<file path="config.mk">
export PLATFORM = sky130hd
export DESIGN_NAME = ex_unit
export DESIGN_NICKNAME = d
export VERILOG_FILES = /design/src/rtl/cpu_defs_pkg.sv /design/src/rtl/ex_div.sv /design/src/rtl/ex_unit.sv
export SDC_FILE = /design/constraint.sdc
export NUM_CORES = 2
export LEC_CHECK = 0
export BUFFER_PORTS_ARGS = -buffer_cell sky130_fd_sc_hd__buf_2
export CAP_MARGIN = 20
export CORE_MARGIN = 2
export CORE_UTILIZATION = 40
export DETAILED_ROUTE_END_ITERATION = 6
export MAX_ROUTING_LAYER = met4
export PLACE_DENSITY = 0.57
export RECOVER_POWER = 25
export SYNTH_ARGS = -nofsm -noshare
export SYNTH_HDL_FRONTEND = slang
export SYNTH_SLANG_ARGS = --single-unit
export TNS_END_PERCENT = 100
</file>
<file path="constraint.sdc">
create_clock -name clk -period 20.9 [get_ports clk]
set_input_delay 3.135 -clock clk [delete_from_list [all_inputs] [get_ports clk]]
set_output_delay 3.135 -clock clk [all_outputs]
set_load 0.02 [all_outputs]
</file>
<file path="src/rtl/cpu_defs_pkg.sv">
// Shared decode constants, divider state encoding and ALU helper
// for the RV32IM execute stage.
package cpu_defs_pkg;

    localparam logic [6:0] OPC_OP     = 7'b0110011;
    localparam logic [6:0] OPC_OP_IMM = 7'b0010011;
    localparam logic [6:0] OPC_LUI    = 7'b0110111;
    localparam logic [6:0] OPC_AUIPC  = 7'b0010111;
    localparam logic [6:0] OPC_JAL    = 7'b1101111;
    localparam logic [6:0] OPC_JALR   = 7'b1100111;
    localparam logic [6:0] OPC_BRANCH = 7'b1100011;
    localparam logic [6:0] OPC_LOAD   = 7'b0000011;
    localparam logic [6:0] OPC_STORE  = 7'b0100011;

    localparam logic [6:0] F7_BASE   = 7'b0000000;
    localparam logic [6:0] F7_ALT    = 7'b0100000;
    localparam logic [6:0] F7_MULDIV = 7'b0000001;

    localparam logic [2:0] F3_ADD  = 3'b000;
    localparam logic [2:0] F3_SLL  = 3'b001;
    localparam logic [2:0] F3_SLT  = 3'b010;
    localparam logic [2:0] F3_SLTU = 3'b011;
    localparam logic [2:0] F3_XOR  = 3'b100;
    localparam logic [2:0] F3_SR   = 3'b101;
    localparam logic [2:0] F3_OR   = 3'b110;
    localparam logic [2:0] F3_AND  = 3'b111;

    localparam logic [2:0] F3_BEQ  = 3'b000;
    localparam logic [2:0] F3_BNE  = 3'b001;
    localparam logic [2:0] F3_BLT  = 3'b100;
    localparam logic [2:0] F3_BGE  = 3'b101;
    localparam logic [2:0] F3_BLTU = 3'b110;
    localparam logic [2:0] F3_BGEU = 3'b111;

    localparam logic [2:0] F3_MUL    = 3'b000;
    localparam logic [2:0] F3_MULH   = 3'b001;
    localparam logic [2:0] F3_MULHSU = 3'b010;
    localparam logic [2:0] F3_MULHU  = 3'b011;

    typedef enum logic [1:0] {
        DIV_IDLE,
        DIV_CALC,
        DIV_DONE
    } div_state_t;

    function automatic logic [31:0] alu_calc(
        input logic [2:0]  f3,
        input logic        alt,
        input logic        sub,
        input logic [31:0] a,
        input logic [31:0] b
    );
        logic [31:0]        r;
        logic signed [31:0] sra;
        logic [4:0]         sh;
        sh  = b[4:0];
        sra = $signed(a) >>> sh;
        unique case (f3)
            F3_ADD:  r = sub ? a - b : a + b;
            F3_SLL:  r = a << sh;
            F3_SLT:  r = {31'b0, $signed(a) < $signed(b)};
            F3_SLTU: r = {31'b0, a < b};
            F3_XOR:  r = a ^ b;
            F3_SR:   r = alt ? sra : a >> sh;
            F3_OR:   r = a | b;
            F3_AND:  r = a & b;
        endcase
        return r;
    endfunction

endpackage

</file>
<file path="src/rtl/ex_div.sv">
// Iterative restoring divider for DIV/DIVU/REM/REMU, one quotient
// bit per cycle, with zero-divisor and overflow short-cuts.
module ex_div
    import cpu_defs_pkg::*;
#(
    parameter int DIV_ITERS = 32
) (
    input  logic        clk,
    input  logic        rst_n,
    input  logic        start,
    input  logic        signed_op,
    input  logic        rem_op,
    input  logic [31:0] dividend,
    input  logic [31:0] divisor,
    input  logic        flush,
    output logic        busy,
    output logic        done,
    output logic [31:0] result
);

    localparam logic [5:0] LAST = 6'(DIV_ITERS - 1);

    div_state_t  state;
    logic [5:0]  cnt;
    logic [31:0] quo;
    logic [31:0] rem;
    logic [31:0] dvs;
    logic [31:0] res;
    logic        neg_q;
    logic        neg_r;
    logic        is_rem;

    logic        a_neg;
    logic        b_neg;
    logic [31:0] a_mag;
    logic [31:0] b_mag;
    logic        ovf;
    logic [32:0] r_sh;
    logic [32:0] diff;
    logic        fits;
    logic [31:0] q_nx;
    logic [31:0] r_nx;
    logic [31:0] q_fix;
    logic [31:0] r_fix;

    assign a_neg = signed_op & dividend[31];
    assign b_neg = signed_op & divisor[31];
    assign a_mag = a_neg ? -dividend : dividend;
    assign b_mag = b_neg ? -divisor : divisor;
    assign ovf   = signed_op & (dividend == 32'h8000_0000)
                 & (divisor == 32'hFFFF_FFFF);

    // Shift the next dividend bit into the partial remainder and
    // keep the subtraction only if it does not borrow.
    assign r_sh  = {rem, quo[31]};
    assign diff  = r_sh - {1'b0, dvs};
    assign fits  = ~diff[32];
    assign q_nx  = {quo[30:0], fits};
    assign r_nx  = fits ? diff[31:0] : r_sh[31:0];
    assign q_fix = neg_q ? -q_nx : q_nx;
    assign r_fix = neg_r ? -r_nx : r_nx;

    assign busy   = ~flush & (((state == DIV_IDLE) & start)
                            | (state == DIV_CALC));
    assign done   = ~flush & (state == DIV_DONE);
    assign result = res;

    always_ff @(posedge clk or negedge rst_n) begin
        if (!rst_n) begin
            state  <= DIV_IDLE;
            cnt    <= '0;
            quo    <= '0;
            rem    <= '0;
            dvs    <= '0;
            res    <= '0;
            neg_q  <= 1'b0;
            neg_r  <= 1'b0;
            is_rem <= 1'b0;
        end else if (flush) begin
            state <= DIV_IDLE;
            cnt   <= '0;
        end else begin
            unique case (state)
                DIV_IDLE: begin
                    if (start) begin
                        neg_q  <= a_neg ^ b_neg;
                        neg_r  <= a_neg;
                        is_rem <= rem_op;
                        quo    <= a_mag;
                        dvs    <= b_mag;
                        rem    <= '0;
                        cnt    <= '0;
                        if (divisor == '0) begin
                            res   <= rem_op ? dividend : 32'hFFFF_FFFF;
                            state <= DIV_DONE;
                        end else if (ovf) begin
                            res   <= rem_op ? 32'h0 : 32'h8000_0000;
                            state <= DIV_DONE;
                        end else begin
                            state <= DIV_CALC;
                        end
                    end
                end
                DIV_CALC: begin
                    quo <= q_nx;
                    rem <= r_nx;
                    cnt <= cnt + 6'd1;
                    if (cnt == LAST) begin
                        res   <= is_rem ? r_fix : q_fix;
                        state <= DIV_DONE;
                    end
                end
                DIV_DONE: state <= DIV_IDLE;
                default:  state <= DIV_IDLE;
            endcase
        end
    end

endmodule

</file>
<file path="src/rtl/ex_unit.sv">
// RV32IM execute stage: ALU, single-cycle multiplier, branch/jump
// resolution, memory address generation and the divider.
module ex_unit
    import cpu_defs_pkg::*;
#(
    parameter int DIV_ITERS = 32
) (
    input  logic        clk,
    input  logic        rst_n,
    input  logic [31:0] alu_op1,
    input  logic [31:0] alu_op2,
    input  logic [31:0] alu_reg1_data,
    input  logic [31:0] alu_reg2_data,
    input  logic [31:0] alu_op1_jump,
    input  logic [31:0] alu_op2_jump,
    input  logic        alu_wr_reg_en,
    input  logic [4:0]  alu_wr_reg_addr,
    input  logic [31:0] alu_pc,
    input  logic [31:0] alu_inst,
    input  logic [5:0]  stall,
    output logic        ex_wr_reg_en,
    output logic [4:0]  ex_wr_reg_addr,
    output logic [31:0] ex_wr_data,
    output logic        ex_jump_flag,
    output logic [31:0] ex_jump_addr,
    output logic [31:0] ex_mem_addr,
    output logic [31:0] ex_mem_wdata,
    output logic [31:0] ex_inst,
    output logic        ex_stall_req
);

    logic [6:0] opc;
    logic [2:0] f3;
    logic [6:0] f7;
    logic       flush;
    logic       valid;
    logic       unused_bits;

    assign opc   = alu_inst[6:0];
    assign f3    = alu_inst[14:12];
    assign f7    = alu_inst[31:25];
    assign flush = (stall == 6'b111111);
    // Outputs stay quiet in reset and for bubbles.
    assign valid = rst_n & (alu_inst != '0);
    assign unused_bits = ^{alu_inst[24:15], alu_inst[11:7]};

    logic is_op, is_m, is_alu, is_mul, is_div, is_opi;
    logic is_upper, is_jal, is_jalr, is_br, is_ls;

    assign is_op    = (opc == OPC_OP);
    assign is_m     = is_op & (f7 == F7_MULDIV);
    assign is_alu   = is_op & ((f7 == F7_BASE) | (f7 == F7_ALT));
    assign is_mul   = is_m & ~f3[2];
    assign is_div   = is_m & f3[2];
    assign is_opi   = (opc == OPC_OP_IMM);
    assign is_upper = (opc == OPC_LUI) | (opc == OPC_AUIPC);
    assign is_jal   = (opc == OPC_JAL);
    assign is_jalr  = (opc == OPC_JALR);
    assign is_br    = (opc == OPC_BRANCH);
    assign is_ls    = (opc == OPC_LOAD) | (opc == OPC_STORE);

    logic [31:0] alu_res;
    assign alu_res = alu_calc(f3, alu_inst[30], is_op & alu_inst[30],
                              alu_op1, alu_op2);

    logic        sa;
    logic        sb;
    logic [63:0] ma;
    logic [63:0] mb;
    logic [63:0] prod;
    logic [31:0] mul_res;

    assign sa   = (f3 == F3_MULH) | (f3 == F3_MULHSU);
    assign sb   = (f3 == F3_MULH);
    assign ma   = {{32{sa & alu_op1[31]}}, alu_op1};
    assign mb   = {{32{sb & alu_op2[31]}}, alu_op2};
    assign prod = ma * mb;
    assign mul_res = (f3 == F3_MUL) ? prod[31:0] : prod[63:32];

    logic        div_busy;
    logic        div_done;
    logic [31:0] div_res;

    ex_div #(
        .DIV_ITERS (DIV_ITERS)
    ) u_div (
        .clk       (clk),
        .rst_n     (rst_n),
        .start     (is_div),
        .signed_op (~f3[0]),
        .rem_op    (f3[1]),
        .dividend  (alu_op1),
        .divisor   (alu_op2),
        .flush     (flush),
        .busy      (div_busy),
        .done      (div_done),
        .result    (div_res)
    );

    logic taken;
    always_comb begin
        taken = 1'b0;
        unique case (f3)
            F3_BEQ:  taken = (alu_reg1_data == alu_reg2_data);
            F3_BNE:  taken = (alu_reg1_data != alu_reg2_data);
            F3_BLT:  taken = ($signed(alu_reg1_data) < $signed(alu_reg2_data));
            F3_BGE:  taken = ($signed(alu_reg1_data) >= $signed(alu_reg2_data));
            F3_BLTU: taken = (alu_reg1_data < alu_reg2_data);
            F3_BGEU: taken = (alu_reg1_data >= alu_reg2_data);
            default: taken = 1'b0;
        endcase
    end

    logic [31:0] wdata;
    always_comb begin
        wdata = '0;
        unique case (1'b1)
            is_alu, is_opi:  wdata = alu_res;
            is_mul:          wdata = mul_res;
            is_div:          wdata = div_done ? div_res : '0;
            is_upper:        wdata = alu_op1 + alu_op2;
            is_jal, is_jalr: wdata = alu_pc + 32'd4;
            default:         wdata = '0;
        endcase
    end

    logic        jflag;
    logic [31:0] jsum;
    assign jflag = is_jal | is_jalr | (is_br & taken);
    assign jsum  = alu_op1_jump + alu_op2_jump;

    assign ex_stall_req   = valid & div_busy;
    assign ex_wr_reg_en   = valid & alu_wr_reg_en & ~ex_stall_req;
    assign ex_wr_reg_addr = valid ? alu_wr_reg_addr : '0;
    assign ex_wr_data     = valid ? wdata : '0;
    assign ex_jump_flag   = valid & jflag;
    assign ex_jump_addr   = (valid & jflag)
                          ? (is_jalr ? {jsum[31:1], 1'b0} : jsum) : '0;
    assign ex_mem_addr    = (valid & is_ls) ? alu_op1 + alu_op2 : '0;
    assign ex_mem_wdata   = (valid & is_ls) ? alu_reg2_data : '0;
    assign ex_inst        = rst_n ? alu_inst : '0;

endmodule

</file>
==> Word-level counts from Yosys, hierarchy flattened <==
Cells that the tools add are included.
{ "totals": {"in_bits": 270, "register_bits": 139, "word_cells": 151} }
{ "classes": {"shift": 3, "reduce_logical": 14, "multipliers": 1, "muxes": 40, "n_addsub": 10, "n_eq_ne": 31, "bitwise": 37, "n_lt_le_gt_ge": 6} }
{ "op_table": {"columns": ["op", "n"], "rows": [
  ["32-bit 2-to-1 mux", 23],
  ["32-bit one-hot mux with 8 select lines", 1],
  ["32-bit one-hot mux with 2 select lines", 3],
  ["32-bit one-hot mux with 5 select lines", 1],
  ["32-bit less-than comparator", 4],
  ["32-bit negation", 4],
  ["32-bit adder", 2],
  ["32-bit equality test, second input constant", 2],
  ["32-bit >= comparator", 2],
  ["33-bit by 33-bit multiplier with 64-bit output", 1],
  ["33-bit by 32-bit subtractor with 33-bit output", 1],
  ["32-bit by 3-bit adder with 32-bit output, second input constant", 1],
  ["32-bit bitwise AND", 1],
  ["32-bit equality test", 1],
  ["32-bit logical NOT", 1],
  ["32-bit inequality test", 1],
  ["32-bit OR", 1],
  ["32-bit nonzero test", 1],
  ["32-bit by 5-bit left shift with 32-bit output", 1],
  ["32-bit by 5-bit >> shifter with 32-bit output", 1],
  ["32-bit by 5-bit >>> shifter with 32-bit output", 1],
  ["32-bit subtractor", 1],
  ["32-bit bitwise XOR", 1],
  ["7-bit by 6-bit equality test with 1-bit output, second input constant", 4],
  ["36 further kinds", 82]
]} }

==> Longest topological paths before layout <==
{ "depth": {"depth_word": 9, "depth_mapped": 36, "ltp_nobuf": 33} }

==> By module <==
From an unflattened synthesis, not the netlist that was laid out.
{ "hier_totals": {"hier_cells": 7812, "hier_area_um2": 62155.9} }
{ "by_module_without_submodules": {"columns": ["module", "seq_area_each_um2", "cells_each", "instances", "area_each_um2"], "rows": [
  ["ex_unit", 0.0, 6317, 1, 50666.1],
  ["ex_div", 3478.3, 1495, 1, 11489.8]
]} }

==> Worst setup path before layout <==
Ideal clock, no wire load.
{ "synth_path": {"path_type": "input to output", "from": "input port alu_op2[2]", "to": "output port ex_wr_data[29]", "slack_ns": 5.524, "t_required_ns": 17.765, "path_stages": 33, "arrival_time_ns": 12.241, "path_cell_list": "inv_1 clkbuf_1 clkbuf_1 clkbuf_1 clkbuf_1 clkbuf_1 clkbuf_1 nor2_1 fa_1 inv_1 fa_1 inv_1 fa_1 fa_1 fa_1 fa_1 inv_1 fa_1 inv_1 fa_1 ha_1 nand3_1 nor2_1 nand2_1 o21ai_0 a31oi_1 o31ai_1 a41oi_1 a21oi_1 a21oi_1 xnor2_1 a21oi_1 o21ai_0"} }
{ "synth_between": {"elab_chain_cells": 5, "elab_cells_between_ends": 12} }
{ "synth_lines": {"columns": ["item", "line", "text"], "rows": [
  ["from (decl)", "ex_unit.sv:11", "input logic [31:0] alu_op2,"],
  ["parallel branches: the longest is 3 deep, another holds 33-bit by 33-bit multiplier with 64-bit output", null, null],
  ["32-bit one-hot mux with 5 select lines *", "ex_unit.sv:117", "unique case (1'b1)"],
  ["32-bit 2-to-1 mux *", "ex_unit.sv:135", "assign ex_wr_data = valid ? wdata : '0;"],
  ["to (decl)", "ex_unit.sv:23", "output logic [31:0] ex_wr_data,"]
]} }
Mark *: on every way between the ends.

==> Final worst setup path <==
{ "layout_path": {"from": "input port alu_inst[13]", "to": "output port ex_wr_data[18]"} }
{ "layout_between": {"elab_chain_cells": 7, "elab_cells_between_ends": 18} }
{ "layout_lines": {"columns": ["item", "line", "text"], "rows": [
  ["from (decl)", "ex_unit.sv:19", "input logic [31:0] alu_inst,"],
  ["3-bit by 1-bit equality test with 1-bit output or 3-bit by 2-bit equality test with 1-bit output (tied branches)", "cpu_defs_pkg.sv:58, ex_unit.sv:73, ex_unit.sv:74", null],
  ["1-bit OR", "ex_unit.sv:73", "assign sa = (f3 == F3_MULH) | (f3 == F3_MULHSU);"],
  ["1-bit bitwise AND", "ex_unit.sv:75", "assign ma = {{32{sa & alu_op1[31]}}, alu_op1};"],
  ["33-bit by 33-bit multiplier with 64-bit output", "ex_unit.sv:77", "assign prod = ma * mb;"],
  ["32-bit 2-to-1 mux", "ex_unit.sv:78", "assign mul_res = (f3 == F3_MUL) ? prod[31:0] : prod[63:32];"],
  ["32-bit one-hot mux with 5 select lines", "ex_unit.sv:117", null],
  ["32-bit 2-to-1 mux *", "ex_unit.sv:135", null]
]} }
Every way passes the cells marked *; elsewhere a longest branch is shown, timed or not.

==> flow_summary.toml <==
[global_routing]
track_usage = 0.383
grt_pass1_vias = 58500
grt_first_pass_wirelength_um = 422000
grt.met2_usage = 0.580
grt_use_met3 = 0.0636
grt_max_degree = 91
met1_usage = 0.499
antenna_found_initial = 19
grt-busiest-layer = "met2"
grt_overflow = 0

[yosys]
synth-seq-area-share = 0.0566
ys_ff_latch = 139
synth_cell_types = 96
synthMuxAreaShare = 0.0337
synth_flop_cell = "dfrtp_1"
synthCells = 7697
synth_fa_ha_area_frac = 0.451
syn_area_per_cell_um2 = 7.99
synth.net_count = 9507
synth_warnings = 0
async_flop_share = 1.00
synthSimpleGateAreaFrac = 0.164
synth_top_family_by_area = "adder cells"
synth_compound_area_frac = 0.136
yosys.area_share.xor_xnor = 0.0440
synth.cell_area_mm2 = 0.0615
synth_edf_count = 0

[sta]
worst_pin_slew_ps = 3560
finalCritPeriodShare = 0.804
final-setup-viol-count = 0
rsz0062_at_grt = "no"
fmax_mhz = 59.5
slew_headroom = -1.37
setup-tns-final_ps = 0
whs_ps = 480
hold_violations = 0
finClkSkew_ps = 15.9
setup_slack_ps = 4090
fin_crit_ps = 16810
slew_violations = 177

[floorplan]
ios = 438
rows = 143
core_area_mm2 = 0.152
die_w_um = 396
initial_core_util = 0.404
die_area_mm2 = 0.157
die_h_um = 396

[clocking]
cts-resized-gates = 0
holdBufCountCts = 0
cts_buffer_depth = 2
post_cts_buffers = 0
clockRootBuffer = "clkbuf_16"
cts_buffers = 17
cts_num_sinks = 139
tritoncts = "done"
clock_latency_ps = 460
htree_levels = 4
clkTransAtPathRegs_ps = 60

[route]
routed-via-count = 58100
drc = 2
drt-total-wl_um = 294000
drtIter0Drc = 6122
via_per_inst = 5.85
firstDrtPassIters = 7
routedWlPerCell_um = 29.6
drtAntennaViolNets = 0

[critical_path]
start_kind = "input port"
cp.required_ps = 17770
cp_max_fo = 32
cp.arrival_ps = 13670
path_buf_inv = 10
crit_family = "adder cells"
cpMaxStageDelayCell = "nor2_1"
endpoint_kind = "output pin"
path_class = "input port to output pin"
path_common_cell = "fa_1"
slowest_delay_ps = 780

[place]
pre_cts_slack_ps = 4290
portBuffers = 437
hpwl_um = 234000
gp_congestion = 1.05
place_area_mm2 = 0.0658

[layout]
layout_commonest_cell = "inv_1"
nets = 9684
final_cell_mix = "1388 x inv_1, 1129 x fa_1, 1119 x nand2_1, 753 x nor2_1, 434 x buf_2"
drive_above_1_share = 0.0970
fin_area_mm2 = 0.0665
area_growth_pct = 8.17

[outcome]
violations = "design-rule violations, max-capacitance violations, max-slew violations"
status = "finished, violations left"

[worst_hold_path]
hold_path.class = "flop to flop"

[run]
max_cap_violations = 3
## state kept, by name, summed over array words and instances, names as in the netlist
| register | cells |
|---|---|
| u_div.dvs | 32 |
| u_div.quo | 32 |
| u_div.rem | 32 |
| u_div.result | 32 |
| u_div.cnt | 6 |
| u_div.state | 2 |
| u_div.is_rem | 1 |
| u_div.neg_q | 1 |
| u_div.neg_r | 1 |
## kinds of logic after synthesis
kind of cell | count (synthesis)
fa+ha+maj | 1540
mux | 136
xor+xnor | 309
simple gates | 2379
flops | 139
buf+inv | 1858
compound gates | 1336
## synthesized netlist by cell type (94+ instances only)
library cell,instances,share of area
inv_1,1389,0.085
clkbuf_1,340,0.021
ha_1,411,0.084
dfrtp_1,139,0.057
fa_1,1129,0.37
o21ai_0,394,0.032
buf_1,94,0.0057
a21oi_1,364,0.030
nand2_1,1122,0.069
xor2_1,94,0.013
xnor2_1,215,0.031
nor2_1,756,0.046
## cell type report
cell class,instances,area [um2]
Antenna cell,15,37.5
Tap cell,2030,2540
Sequential cell,139,3480
Clock inverter,15,144
Clock buffer,17,425
Timing Repair Buffer,610,3550
Fill cell,15700,85800
Inverter,1406,5280
Multi-Input combinational cell,5700,51000
## through the flow
stage,utilization,cells
global placement,0.432,9878
CTS,0.436,9914
finish,0.437,9932
floorplan,-,7697
global route,0.437,9926
detailed placement,0.432,9882
## path summary, 6_finish.rpt
kind / start / to / slack [ps] / depth (start not counted)
setup / recovery: alu_inst[13] / ex_wr_data[18] / 4090 / 34
hold / removal: u_div.dvs[14] / u_div.dvs[14] / 480 / 2
setup reg to reg: u_div.quo[31] / u_div.result[20] / 15030 / 20
hold reg to reg: u_div.dvs[14] / u_div.dvs[14] / 480 / 2
max in group asynchronous: rst_n / u_div.result[18] / 12600 / 2
min in group asynchronous: rst_n / u_div.rem[17] / 3730 / 1
## routing by layer
| layer | share of wire | routed length (um) | vias to the layer above |
|---|---|---|---|
| met5 | 0 | 0 | - |
| met4 | 0.059 | 17400 | 0 |
| met3 | 0.092 | 27100 | 627 |
| met1 | 0.41 | 120000 | 29600 |
| li1 | - | - | 24700 |
| met2 | 0.44 | 130000 | 3149 |
## worst reg2reg max path, stage by stage (launching register included)
cell and delay [ps]:
dfrtp_1 390, inv_1 80, ha_1 170, inv_1 60, fa_1 450, a211oi_1 440, o21ai_2 190, a21oi_4 370
a211o_1 190, o211a_2 230, buf_4 560, mux2i_1 430, ha_1 320, nand2_1 110, nor4_1 310, a41oi_1 300
nor3_1 560, nand2b_1 190, xor2_1 80, a211oi_1 260, nor2_1 60
Power is not shown: default switching activity piles up to over one toggle a cycle in this logic, so the estimate is an artifact.
